===== src/rtl/clic_pkg.sv =====
// Shared types for the CLIC interrupt transmitter.
// CLIC_IRQ_PRIV_EN: when defined, privilege mode takes precedence over level in arbitration.
package clic_pkg;

    localparam int unsigned MaxIdW    = 10;
    localparam int unsigned MaxLevelW = 16;

    localparam logic [1:0] PRIV_M = 2'b11;

    typedef enum logic [1:0] {
        IDLE = 2'd0,
        REQ  = 2'd1,
        KILL = 2'd2
    } clic_state_e;

    typedef struct packed {
        logic [MaxIdW-1:0]    id;
        logic [MaxLevelW-1:0] level;
        logic                 shv;
        logic [1:0]           priv;
    } clic_req_t;

    // True when a ranks at least as high as b (the caller resolves ties toward lower ids).
    function automatic logic outranks(input clic_req_t a, input clic_req_t b);
`ifdef CLIC_IRQ_PRIV_EN
        return (a.priv > b.priv) || ((a.priv == b.priv) && (a.level >= b.level));
`else
        return a.level >= b.level;
`endif
    endfunction

endpackage


===== src/rtl/clic_irq_arb.sv =====
// Combinational max tree choosing the best eligible interrupt source.
// CLIC_IRQ_PRIV_EN: when defined, per-source mode is compared ahead of level.
module clic_irq_arb
    import clic_pkg::*;
#(
    parameter int unsigned NumIrq = 64,
    parameter int unsigned LevelW = 8
) (
    input  logic [NumIrq-1:0]        pending,
    input  logic [NumIrq-1:0]        enable,
    input  logic [NumIrq*LevelW-1:0] level,
    input  logic [NumIrq-1:0]        shv,
    input  logic [NumIrq*2-1:0]      mode,
    input  logic [LevelW-1:0]        thresh,
    output logic [NumIrq-1:0]        elig,
    output logic                     best_valid,
    output clic_req_t                best
);

    localparam int unsigned Depth  = $clog2(NumIrq);
    localparam int unsigned Leaves = 1 << Depth;
    localparam int unsigned Nodes  = 2 * Leaves - 1;

    logic [Nodes-1:0]  node_v;
    clic_req_t         node_r [Nodes];
    logic [LevelW-1:0] lvl;
    logic              take_left;

`ifndef CLIC_IRQ_PRIV_EN
    logic unused_mode;
    assign unused_mode = ^mode;
`endif

    // Heap-ordered tree: leaves hold sources in id order, so preferring the left child on ties favours the lower id.
    always_comb begin
        node_v    = '0;
        elig      = '0;
        lvl       = '0;
        take_left = 1'b0;
        for (int n = 0; n < int'(Nodes); n++) begin
            node_r[n] = '0;
        end
        for (int k = 0; k < int'(NumIrq); k++) begin
            lvl                             = level[k*LevelW +: LevelW];
            elig[k]                         = pending[k] & enable[k] & (lvl > thresh);
            node_v[int'(Leaves) - 1 + k]    = elig[k];
            node_r[int'(Leaves) - 1 + k].id    = MaxIdW'(k);
            node_r[int'(Leaves) - 1 + k].level = MaxLevelW'(lvl);
            node_r[int'(Leaves) - 1 + k].shv   = shv[k];
`ifdef CLIC_IRQ_PRIV_EN
            node_r[int'(Leaves) - 1 + k].priv  = mode[k*2 +: 2];
`else
            node_r[int'(Leaves) - 1 + k].priv  = PRIV_M;
`endif
        end
        for (int i = int'(Leaves) - 2; i >= 0; i--) begin
            take_left = node_v[2*i+1] &
                        (!node_v[2*i+2] || outranks(node_r[2*i+1], node_r[2*i+2]));
            node_v[i] = node_v[2*i+1] | node_v[2*i+2];
            node_r[i] = take_left ? node_r[2*i+1] : node_r[2*i+2];
        end
    end

    assign best_valid = node_v[0];
    assign best       = node_r[0];

endmodule


===== src/rtl/clic_irq_tx.sv =====
// CLIC interrupt transmitter: presents the best source to the core and retracts stale requests.
// CLIC_IRQ_PRIV_EN: when defined, arbitration and irq_priv_o follow per-source privilege mode.
module clic_irq_tx
    import clic_pkg::*;
#(
    parameter int unsigned NumIrq = 64,
    parameter int unsigned LevelW = 8,
    parameter int unsigned IdW    = $clog2(NumIrq)
) (
    input  logic                     clk_i,
    input  logic                     rst_ni,
    input  logic [NumIrq-1:0]        irq_pending_i,
    input  logic [NumIrq-1:0]        irq_enable_i,
    input  logic [NumIrq*LevelW-1:0] irq_level_i,
    input  logic [NumIrq-1:0]        irq_shv_i,
    input  logic [NumIrq-1:0]        irq_edge_i,
    input  logic [NumIrq*2-1:0]      irq_mode_i,
    input  logic [LevelW-1:0]        irq_thresh_i,
    output logic                     irq_valid_o,
    input  logic                     irq_ready_i,
    output logic [IdW-1:0]           irq_id_o,
    output logic [LevelW-1:0]        irq_level_o,
    output logic                     irq_shv_o,
    output logic [1:0]               irq_priv_o,
    output logic                     irq_kill_req_o,
    input  logic                     irq_kill_ack_i,
    output logic [NumIrq-1:0]        edge_clear_o
);

    localparam clic_req_t HeldRst = '{id: '0, level: '0, shv: 1'b0, priv: PRIV_M};

    clic_state_e       state_q, state_n;
    clic_req_t         held_q, held_n;
    logic              held_edge_q, held_edge_n;
    logic              valid_q, valid_n;
    logic              kill_q, kill_n;
    logic [NumIrq-1:0] elig;
    logic              best_valid;
    clic_req_t         best;
    logic              held_elig;
    logic              preempt;
    logic              accept;
    logic              unused_held;

    clic_irq_arb #(
        .NumIrq (NumIrq),
        .LevelW (LevelW)
    ) u_arb (
        .pending    (irq_pending_i),
        .enable     (irq_enable_i),
        .level      (irq_level_i),
        .shv        (irq_shv_i),
        .mode       (irq_mode_i),
        .thresh     (irq_thresh_i),
        .elig       (elig),
        .best_valid (best_valid),
        .best       (best)
    );

    assign held_elig = elig[held_q.id[IdW-1:0]];
`ifdef CLIC_IRQ_PRIV_EN
    assign preempt   = best_valid && ((best.priv > held_q.priv) || (best.level > held_q.level));
`else
    assign preempt   = best_valid && (best.level > held_q.level);
`endif
    assign accept    = ((state_q == REQ) || (state_q == KILL)) && irq_ready_i;

    // State and held-request registers.
    always_ff @(posedge clk_i or negedge rst_ni) begin
        if (!rst_ni) begin
            state_q     <= IDLE;
            held_q      <= HeldRst;
            held_edge_q <= 1'b0;
            valid_q     <= 1'b0;
            kill_q      <= 1'b0;
        end else begin
            state_q     <= state_n;
            held_q      <= held_n;
            held_edge_q <= held_edge_n;
            valid_q     <= valid_n;
            kill_q      <= kill_n;
        end
    end

    // Next state: capture in IDLE, accept wins over kill, kill waits for ack or a late accept.
    always_comb begin
        state_n     = state_q;
        held_n      = held_q;
        held_edge_n = held_edge_q;
        valid_n     = valid_q;
        kill_n      = kill_q;
        case (state_q)
            IDLE: begin
                if (best_valid) begin
                    held_n      = best;
                    held_edge_n = irq_edge_i[best.id[IdW-1:0]];
                    valid_n     = 1'b1;
                    state_n     = REQ;
                end
            end
            REQ: begin
                if (irq_ready_i) begin
                    valid_n = 1'b0;
                    state_n = IDLE;
                end else if (!held_elig || preempt) begin
                    kill_n  = 1'b1;
                    state_n = KILL;
                end
            end
            KILL: begin
                if (irq_ready_i || irq_kill_ack_i) begin
                    valid_n = 1'b0;
                    kill_n  = 1'b0;
                    state_n = IDLE;
                end
            end
            default: state_n = IDLE;
        endcase
    end

    // Clear pulse lands in the handshake cycle so the register file drops pending before re-arbitration.
    always_comb begin
        edge_clear_o = '0;
        if (accept && held_edge_q) begin
            edge_clear_o[held_q.id[IdW-1:0]] = 1'b1;
        end
    end

    assign irq_valid_o    = valid_q;
    assign irq_kill_req_o = kill_q;
    assign irq_id_o       = held_q.id[IdW-1:0];
    assign irq_level_o    = held_q.level[LevelW-1:0];
    assign irq_shv_o      = held_q.shv;
`ifdef CLIC_IRQ_PRIV_EN
    assign irq_priv_o     = held_q.priv;
`else
    assign irq_priv_o     = PRIV_M;
`endif
    assign unused_held    = ^{held_q.id, held_q.level, held_q.priv};

endmodule


===== config.mk =====
export PLATFORM = sky130hd
export DESIGN_NAME = clic_irq_tx
export DESIGN_NICKNAME = d
export VERILOG_FILES = /design/src/rtl/clic_pkg.sv /design/src/rtl/clic_irq_arb.sv /design/src/rtl/clic_irq_tx.sv
export SDC_FILE = /design/constraint.sdc
export NUM_CORES = 2
export LEC_CHECK = 0
export ABC_CLOCK_PERIOD_IN_PS = 4600
export CAP_MARGIN = 10
export CORE_AREA = 2 2 389 391
export CTS_BUF_LIST = sky130_fd_sc_hd__clkbuf_2 sky130_fd_sc_hd__clkbuf_4 sky130_fd_sc_hd__clkbuf_8
export CTS_CLUSTER_SIZE = 12
export DETAILED_ROUTE_END_ITERATION = 6
export DIE_AREA = 0 0 391 393
export GPL_TIMING_DRIVEN = 1
export PLACE_DENSITY_LB_ADDON = 0.3
export REMOVE_ABC_BUFFERS = 1
export SLEW_MARGIN = 20
export SYNTH_ARGS = -nofsm -noshare
export SYNTH_HDL_FRONTEND = slang
export SYNTH_HIERARCHICAL = 1
export SYNTH_SLANG_ARGS = --single-unit

===== constraint.sdc =====
create_clock -name clk_i -period 4.6 [get_ports clk_i]
set_input_delay 1.15 -clock clk_i [delete_from_list [all_inputs] [get_ports clk_i]]
set_output_delay 1.15 -clock clk_i [all_outputs]
set_load 0.01 [all_outputs]

==> flow_summary.toml <==
[critical_path]
slowest_delay_ns = 0.57
startpoint_type = "input pin"
required_ns = 4.85
critPathKind = "in -> reg"
cp-end-kind = "register"
crit_arrival_ns = 14.42
cp_common_cell = "a21o_1"
slowest_stage = "mux4_2"
crit_fanout = 10

[detailed_routing]
vias = 43462
vias_per_cell = 4.920
drc_errors = 0
ant_nets = 0
avgRoutedWirePerCell_um = 22.22
drtPass1Iterations = 7
drt_iter0_drc = 1890
wl_um = 196300

[sta]
setup_slack_ns = -9.562
hold_ws_ns = 0.5214
hold_viol_final = 0
relSlewSlack_pct = 28.83
worstMarginPinSlew_ns = 1.068
min_period_over_period_pct = 307.9
finalSetupViolations = 28
final.min_clock_period_ns = 14.16
slew_violations = 0
finClkSkew_ns = 0.02865
fmax_mhz = 70.61
rsz0062_at_grt = "yes"

[synthesis]
ys_warn_count = 6
synth.avg_cell_area_um2 = 7.756
synthCells = 4434
syn_area_um2 = 34390

[place]
io_buffers = 860
dpl.hpwl_um = 164000
place_ws_ns = -11.36
gp_congestion = 0.9333

[cells_and_area]
multi_input_area_um2 = 35060
drive_gt1_share_pct = 35.74
fillers = 14802
num-nets-final = 8821
seq_area_um2 = 704.4
syn_to_final_growth_pct = 83.91

[pwr]
intPower_mw = 9.747
p_comb_share_pct = 95.5
power_switching_mw = 8.868
switching_share_pct = 47.64
clkPwrFrac_pct = 1.3
leakagePower_nw = 31.89
vdd_drop_max_mv = 0.5797
power.density_nw_per_um2 = 294.3
power.share.sequential_pct = 3.2

[cts]
tritoncts = "yes"
clk_latency_ns = 0.34
ctsHoldBuffers = 0
cts_buffers = 3
clk_path_buf_depth = 2
clk_pin_slew_worst_paths_ns = 0.17
clock-sinks = 28
htree_levels = 1
clockRootBuffer = "clkbuf_8"

[floorplan]
core.rowCount = 142
initial_core_util_pct = 23.04
die_w_um = 391
core_um2 = 149200
boundaryPins = 991
dieArea_um2 = 153700
die_h_um = 393

[global_route]
grt_pass1_vias = 43551
grt_overflow = 0
grt_antenna_before_repair = 33
grt_use_total_pct = 23.51
grt_pass1_wl_um = 271500
grt_max_degree = 29

[status]
status = "complete, but fails checks"
violations = "setup timing"

[worst_hold_path]
hold_class = "reg -> reg"

[job]
cap_violations = 0
path summary, 6_finish.rpt:
kind	from	end	slack (ns)	depth (start not counted)
min in group asynchronous	rst_ni	irq_kill_req_o	0.88	1
worst max register to register	irq_id_o[1]	state_q[0]	1.37	10
worst min-delay path	held_q[13]	held_q[13]	0.52	1
worst min register to register	held_q[13]	held_q[13]	0.52	1
worst max-delay path	irq_level_i[295]	held_edge_q	-9.56	69
max in group asynchronous	rst_ni	irq_id_o[0]	3.14	1
state kept, by name, indices dropped and copies added (netlist names):
name and count:
irq_valid_o 1, irq_level_o 8, held_edge_q 1, irq_kill_req_o 1
irq_id_o 6, state_q 2, irq_shv_o 1, held_q 8
power by group through the flow:
stage	logic (mW)	registers, mW	clock network (mW)
3_5_place_dp	14.3	0.606	0
6_report	17.8	0.598	0.245
3_3_place_gp	14.2	0.599	0
2_1_floorplan	6.79	0.583	0
4_1_cts	16.3	0.598	0.258
5_1_grt	19.1	0.620	0.263
through the flow:
stage          util, %  cells  total power [mW]  area (µm²)  TNS [ns]
2_1_floorplan        -   4318             7.378       33780   -240.09
3_3_place_gp     37.53   8562             14.81       56010   -205.34
3_5_place_dp     37.53   8562             14.93       56010   -207.43
4_1_cts          39.40   8695             17.13       58810   -166.14
5_1_grt          42.37   8830             19.96       63240   -174.45
6_report         42.38   8834             18.61       63250   -162.74
repair_timing:
action	in CTS	in global routing
cloned	9	6
endpoints found under the setup margin	28	28
setup buffers	122	124
pin swaps	117	294
resized for setup	397	681
cell usage in the layout (no fill, tap or decap), types with 144 or more instances in the layout:
cell / instances
a21o_1: 179
mux2i_1: 243
ha_1: 938
inv_1: 549
o21ai_0: 144
buf_4: 1545
clkdlybuf4s50_1: 778
nor2_1: 241
a21oi_1: 270
nand2_1: 208
layout make-up:
class                   instances  share of cell area [%]
diodes                         12                 0.04748
inverters                     579                   3.511
well taps                    1944                   3.846
clock buffers                   3                 0.06528
flip-flops and latches         28                   1.114
multi-input cells            3711                   55.44
clock inverters                 1                 0.04748
repair buffers               2556                   35.93
worst max-delay path, delay by kind of cell:
family                     cells  cell delay, ns
buffers and inverters         10            1.85
adders and majority gates      6            1.57
and+or+nand+nor               12            1.71
AOI/OAI and AO/OA             35            5.72
muxes                          6            2.38
metal layers:
metal	GRT usage, %	vias up	share of wire (%)
li1	-	21307	-
met5	0	-	0.059
met4	6.816	18	3.7
met1	29.22	20563	43
met3	2.943	309	4.9
met2	42.10	1265	49
(Power assumes the default switching activity.)
